==> src/rtl/servant_mem_arb3.sv <==
// servant_mem_arb3: three-way round-robin Wishbone arbiter (ibus, dbus, dma) in front of servant_ram.
// Define SERVANT_ARB_TIMEOUT_EN to add the stalled-RAM abort watchdog and the sticky o_timeout flag.
module servant_mem_arb3 #(
  parameter int AW      = 32,
  parameter int TIMEOUT = 15
) (
  input  logic          i_clk,
  input  logic          i_rst_n,
  input  logic [AW-1:0] i_ibus_adr,
  input  logic          i_ibus_cyc,
  output logic          o_ibus_ack,
  input  logic [AW-1:0] i_dbus_adr,
  input  logic [31:0]   i_dbus_dat,
  input  logic [3:0]    i_dbus_sel,
  input  logic          i_dbus_we,
  input  logic          i_dbus_cyc,
  output logic          o_dbus_ack,
  input  logic [AW-1:0] i_dma_adr,
  input  logic [31:0]   i_dma_dat,
  input  logic [3:0]    i_dma_sel,
  input  logic          i_dma_we,
  input  logic          i_dma_cyc,
  output logic          o_dma_ack,
  output logic [31:0]   o_rdt,
  output logic [AW-1:0] o_mem_adr,
  output logic [31:0]   o_mem_dat,
  output logic [3:0]    o_mem_sel,
  output logic          o_mem_we,
  output logic          o_mem_cyc,
  input  logic [31:0]   i_mem_rdt,
  input  logic          i_mem_ack,
  output logic [2:0]    o_grant,
  output logic          o_timeout
);

  // state | meaning
  // IDLE  | no grant held; arbitrate among pending cyc requests
  // BUSY  | one requester owns the RAM port until ack, abort or timeout

  typedef enum logic {
    IDLE = 1'b0,
    BUSY = 1'b1
  } state_t;

  localparam logic [2:0] G_IBUS = 3'b001;
  localparam logic [2:0] G_DBUS = 3'b010;
  localparam logic [2:0] G_DMA  = 3'b100;

  if (TIMEOUT < 1) begin : g_bad_timeout
    $error("servant_mem_arb3: TIMEOUT must be at least 1");
  end

  state_t     state_q, state_d;
  logic [2:0] grant_q, grant_d;
  logic [2:0] last_q, last_d;
  logic [2:0] req;
  logic [2:0] pick;
  logic       gnt_cyc;
  logic       busy;
  logic       to_hit;

  assign req  = {i_dma_cyc, i_dbus_cyc, i_ibus_cyc};
  assign busy = (state_q == BUSY);

  // Round robin: search starts at the requester just after the last one served.
  always_comb begin
    pick = 3'b000;
    case (last_q)
      G_IBUS: begin
        if (req[1])      pick = G_DBUS;
        else if (req[2]) pick = G_DMA;
        else if (req[0]) pick = G_IBUS;
      end
      G_DBUS: begin
        if (req[2])      pick = G_DMA;
        else if (req[0]) pick = G_IBUS;
        else if (req[1]) pick = G_DBUS;
      end
      default: begin
        if (req[0])      pick = G_IBUS;
        else if (req[1]) pick = G_DBUS;
        else if (req[2]) pick = G_DMA;
      end
    endcase
  end

  always_comb begin
    o_mem_adr = '0;
    o_mem_dat = '0;
    o_mem_sel = '0;
    o_mem_we  = 1'b0;
    gnt_cyc   = 1'b0;
    case (grant_q)
      G_IBUS: begin
        o_mem_adr = i_ibus_adr;
        o_mem_sel = 4'hf;
        gnt_cyc   = i_ibus_cyc;
      end
      G_DBUS: begin
        o_mem_adr = i_dbus_adr;
        o_mem_dat = i_dbus_dat;
        o_mem_sel = i_dbus_sel;
        o_mem_we  = i_dbus_we;
        gnt_cyc   = i_dbus_cyc;
      end
      G_DMA: begin
        o_mem_adr = i_dma_adr;
        o_mem_dat = i_dma_dat;
        o_mem_sel = i_dma_sel;
        o_mem_we  = i_dma_we;
        gnt_cyc   = i_dma_cyc;
      end
      default: ;
    endcase
  end

  assign o_mem_cyc = busy & gnt_cyc;
  assign o_grant   = grant_q;
  assign o_rdt     = to_hit ? 32'h0 : i_mem_rdt;

`ifdef SERVANT_ARB_TIMEOUT_EN
  localparam int TW = ($clog2(TIMEOUT + 1) > 4) ? $clog2(TIMEOUT + 1) : 4;

  logic [TW-1:0] tmr_q;
  logic          timeout_q;

  assign to_hit    = busy & gnt_cyc & ~i_mem_ack & (tmr_q == TW'(TIMEOUT));
  assign o_timeout = timeout_q;

  // Held at zero while idle so every grant starts a fresh count.
  always_ff @(posedge i_clk or negedge i_rst_n) begin
    if (!i_rst_n) begin
      tmr_q     <= '0;
      timeout_q <= 1'b0;
    end else begin
      if (!busy)
        tmr_q <= '0;
      else if (!i_mem_ack)
        tmr_q <= tmr_q + 1'b1;
      if (to_hit)
        timeout_q <= 1'b1;
    end
  end
`else
  assign to_hit    = 1'b0;
  assign o_timeout = 1'b0;
`endif

  always_comb begin
    state_d    = state_q;
    grant_d    = grant_q;
    last_d     = last_q;
    o_ibus_ack = 1'b0;
    o_dbus_ack = 1'b0;
    o_dma_ack  = 1'b0;
    case (state_q)
      IDLE: begin
        if (pick != 3'b000) begin
          grant_d = pick;
          state_d = BUSY;
        end
      end
      BUSY: begin
        if (!gnt_cyc) begin
          // Requester gave up: release without ack and without moving the rotation.
          grant_d = '0;
          state_d = IDLE;
        end else if (i_mem_ack || to_hit) begin
          o_ibus_ack = grant_q[0];
          o_dbus_ack = grant_q[1];
          o_dma_ack  = grant_q[2];
          last_d     = grant_q;
          grant_d    = '0;
          state_d    = IDLE;
        end
      end
      default: begin
        grant_d = '0;
        state_d = IDLE;
      end
    endcase
  end

  always_ff @(posedge i_clk or negedge i_rst_n) begin
    if (!i_rst_n) begin
      state_q <= IDLE;
      grant_q <= '0;
      last_q  <= G_DMA;
    end else begin
      state_q <= state_d;
      grant_q <= grant_d;
      last_q  <= last_d;
    end
  end

endmodule

==> config.mk <==
export PLATFORM = sky130hd
export DESIGN_NAME = servant_mem_arb3
export DESIGN_NICKNAME = d
export VERILOG_FILES = /design/src/rtl/servant_mem_arb3.sv
export SDC_FILE = /design/constraint.sdc
export NUM_CORES = 1
export LEC_CHECK = 0
export BUFFER_PORTS_ARGS = -buffer_cell sky130_fd_sc_hd__buf_2
export CORE_AREA = 2 2 124 126
export DETAILED_ROUTE_END_ITERATION = 7
export DIE_AREA = 0 0 126 128
export PLACE_DENSITY_LB_ADDON = 0.08
export SYNTH_ARGS = -nofsm -noshare
export SYNTH_HDL_FRONTEND = slang
export SYNTH_SLANG_ARGS = --single-unit
==> constraint.sdc <==
create_clock -name i_clk -period 1.7 [get_ports i_clk]
set_input_delay 0.34 -clock i_clk [delete_from_list [all_inputs] [get_ports i_clk]]
set_output_delay 0.34 -clock i_clk [all_outputs]
set_load 0.005 [all_outputs]
==> results.env <==
COMBINATIONAL_FAMILY_WITH_THE_MOST_AREA_AFTER_SYNTHESIS='compound AO/OA/AOI/OAI gates'
FIRST_GLOBAL_VIAS=2692
SYNTH_FA_HA_AREA_SHARE_PCT=0
SYN_AREA_UM2=1718
WORST_CLOCK_SKEW_NS=0.0007771
WORSTPATHARRIVAL_NS=1.61
ANTENNA_FOUND_INITIAL=0
CRIT_PATH_END='o_mem_adr[26]'
CRIT_START='o_grant[1]'
DESIGN_POWER_TOTAL_uW=4906
CP.DEPTH=6
FINAL_NET_COUNT=677
VIA_COUNT=2782
WORST_PATH_LARGEST_CELL_DELAY_NS=0.47
MAXSLEWVIOLCOUNT=0
PATH_CELLS='nor3b_4, buf_6, clkbuf_16, nand2_2, o21ai_2, buf_2'
FLOORPLAN.DIE.WIDTH_UM=126
PEAKVDDDROP_V=0.0004578
FINALCRITICALPERIOD_NS=1.946
MAXCAPVIOLATIONS=0
DETAILEDROUTE.FIRSTITERATIONVIOLATIONS=101
YS_TYPES=32
FP.DIEH_UM=128
LARGEST_NET_DEGREE_AT_THE_START_OF_GLOBAL_ROUTING=29
CTS_TREE='yes'
POWERDENSITY_nW_PER_UM2=1447
PLACEMENT_ROWS=45
YS_ASYNC_SR_FRACTION_PCT=100.0
R2R-START='o_grant[2]'
CP.BUFFERS_INVERTERS=3
SETUP_SLACK_NS=-0.2461
R2R_SLACK_NS=0
PATH_MAX_FANOUT=7
POST_SYNTHESIS_SIMPLE_GATE_AREA_FRACTION_PCT=17.48
SYNTH-EDFF-COUNT=0
RR_WORST_DEPTH=5
MAX_CLOCK_FREQ_MHz=513.8
NETLIST_INSTANCES=242
DETAIL_ROUTE.WIRELENGTH_MM=10.61
ANT_NETS=0
NUM_IO_PINS=317
YOSYSSEQAREASHARE_PCT=10.27
FIRST_PASS_ITERS=4
DP.FINAL_HPWL_MM=8.504
CLK_ROOT_BUFFER_CELL='clkbuf_16'
OUTCOME='finished, violations left'
DOMINANTREGCELLSYNTH='dfrtp_1'
DRCVIOLATIONCOUNT=0
CRITPATHLAUNCHTYPE='flip-flop'
MIN_PERIOD_OVER_PERIOD_PCT=114.5
POSTSYNTHAREAPERCELL_UM2=7.099
CLK_LATENCY_NS=0.23
DIE-AREA_UM2=16130
CRITPATHSLOWESTCELL='dfrtp_2'
POST_DRT_WL_PER_CELL_UM=16.17
MUXSHAREOFSYNTHAREA_PCT=2.622
WORST_SETUP_HOLD_PATH_CLK_SLEW_NS=0.04
SYNTH-COMPOUND-AREA-SHARE_PCT=47.78
FILLERINSTANCES=1716
SYNTH_XOR_AREA_SHARE_PCT=0
FINALSETUPVIOLCOUNT=73
ANTENNA-DIODE-COUNT=0
PATH_CLASS='reg -> out'
HOLD_VIOLATIONS=0
GRT_PASS1_WL_MM=14.51
VIAS_PER_CELL=4.241
FLOORPLAN.CORE_AREA_UM2=14860
GRTUSAGETOTAL_PCT=11.30
GLOBALPLACE.CONGESTION=0.7526
VIOLATIONS='setup timing'
AREA.GROWTH.SYNTH_TO_FINAL_PCT=97.38
TIMING.CRITICAL_PATH.MAX_DELAY_FAMILY='buffers and inverters'
GLOBALROUTE.TOTALOVERFLOW=0
SYNTH.FF_LATCH_COUNT=7
YOSYSWARNINGS=0
CTS.SINKS=7
CTS_BUFFERS=3
UNREPAIRED_SETUP_ENDPOINTS_AFTER_GLOBAL_ROUTING='true'
SYNTHESIS.NETS=450
ENDPOINT_KIND='output port'
CRITPATHREQUIREDTIME_NS=1.36
DPL_WORST_SLACK_NS=-0.1900
POST_ROUTE_CELLS_DRIVE_ABOVE_1_SHARE_PCT=70.51
MIN-DELAY-PATH-CLASS='in -> async'
R2R_END='last_q[1]'
EFFECTIVE_UTILIZATION_AT_FLOORPLAN_PCT=11.56
P_LEAK_uW=0.001840
CLOCK_PATH_BUFFERS=2
IO_BUFFER_COUNT=251
CTSHTREEMAXLEVEL=1
-- state kept, by name (all words and copies together), names as in the netlist --
name and flops:
busy 1, last_q 3, o_grant 3
-- what timing repair did --
action                                  4_1_cts  5_1_grt
endpoints found under the hold margin         6        0
pin swaps                                     4       15
buffers inserted                              3        2
gates resized for setup                      38       42
endpoints found under the setup margin       76       78
cloned                                        0        3
hold buffers                                  1        0
-- cells in the mapped netlist (all sizes together), types with 3 or more instances --
master   n  area (µm²)
a22o    33       289.0
a22oi   36       270.3
and3     3       18.77
buf     51       337.8
clkbuf   7       26.28
dfrtp    6       150.1
mux2     3       45.04
nand2   36       135.1
nor2     3       11.26
nor2b    4       25.02
nor3b    3       33.78
o21ai   36       180.2
-- metrics by stage --
step / instance area, µm² / cells / hold slack (ns) / TNS (ns) / utilization (%)
5_1_grt: 3391 / 656 / 0.5145 / -19.99 / 22.81
3_5_place_dp: 3045 / 645 / 0.1962 / -5.201 / 20.49
2_1_floorplan: 1762 / 242 / 0.04441 / -1.080 / -
4_1_cts: 3216 / 652 / 0.5056 / -13.76 / 21.63
3_3_place_gp: 3045 / 645 / 0.1938 / -3.598 / 20.49
6_report: 3391 / 656 / 0.4867 / -13.65 / 22.81
-- layer usage --
metal / track usage, % / part of all wire [%] / wire, µm
met4: 2.198 / 0.96 / 102
met3: 2.421 / 8.5 / 900
met2: 22.45 / 56 / 5928
met1: 12.23 / 35 / 3679
met5: 0 / 0 / 0
-- logic make-up after synthesis --
logic type      count (synthesis)
mux                             3
simple gates                   57
compound gates                114
buf+inv                        60
flops                           7
other cells                     1
-- area by class of cell --
type | count | area, µm² | area share (%)
Sequential cell | 7 | 180.2 | 5.314
Multi-Input combinational cell | 175 | 1310 | 38.63
Timing Repair Buffer | 280 | 1579 | 46.57
Inverter | 2 | 7.507 | 0.2214
Clock buffer | 4 | 78.83 | 2.325
Tap cell | 188 | 235.2 | 6.937
-- power breakdown --
group | leakage [µW] | switching (µW) | internal (µW) | total, µW
Combinational | 0.00172 | 2060 | 2070 | 4120
Sequential | 0.0000826 | 122 | 257 | 379
Clock | 0.0000382 | 92.2 | 312 | 405
-- how the worst min path moves through the flow --
stage / startpoint / endpoint / slack (ns) / depth (start not counted)
2_1_floorplan: i_rst_n / busy / 0.04 / 0
3_3_place_gp: i_rst_n / busy / 0.19 / 1
3_5_place_dp: i_rst_n / busy / 0.20 / 1
4_1_cts: i_rst_n / busy / 0.51 / 2
5_1_grt: i_rst_n / busy / 0.51 / 2
6_report: i_rst_n / busy / 0.49 / 2
-- cells in the final DEF, fill, tap and decap left out, drive strengths merged --
| cell | synthesis | layout |
|---|---|---|
| a21oi | 1 | 1 |
| buf | 51 | 277 |
| a22oi | 36 | 36 |
| conb | 1 | 1 |
| or3b | 1 | 1 |
| dfrtp | 6 | 6 |
| o21a | 1 | 1 |
| nand3b | 1 | 1 |
| inv | 2 | 2 |
| clkbuf | 7 | 6 |
| o21bai | 1 | 1 |
| and3 | 3 | 3 |
| o31ai | 2 | 2 |
| a211oi | 1 | 1 |
| o21ai | 36 | 36 |
| nor3 | 1 | 1 |
| o211a | 1 | 1 |
| nor4bb | 2 | 2 |
| or3 | 1 | 1 |
| dfstp | 1 | 1 |
| dlygate4sd3 | 0 | 1 |
| nand3 | 1 | 1 |
| nor2 | 3 | 3 |
| nor2b | 4 | 4 |
| o2111ai | 2 | 2 |
| mux2 | 3 | 3 |
| nand4bb | 1 | 1 |
| a22o | 33 | 33 |
| nand2 | 36 | 36 |
| nor3b | 3 | 3 |
(Power assumes the default switching activity.)
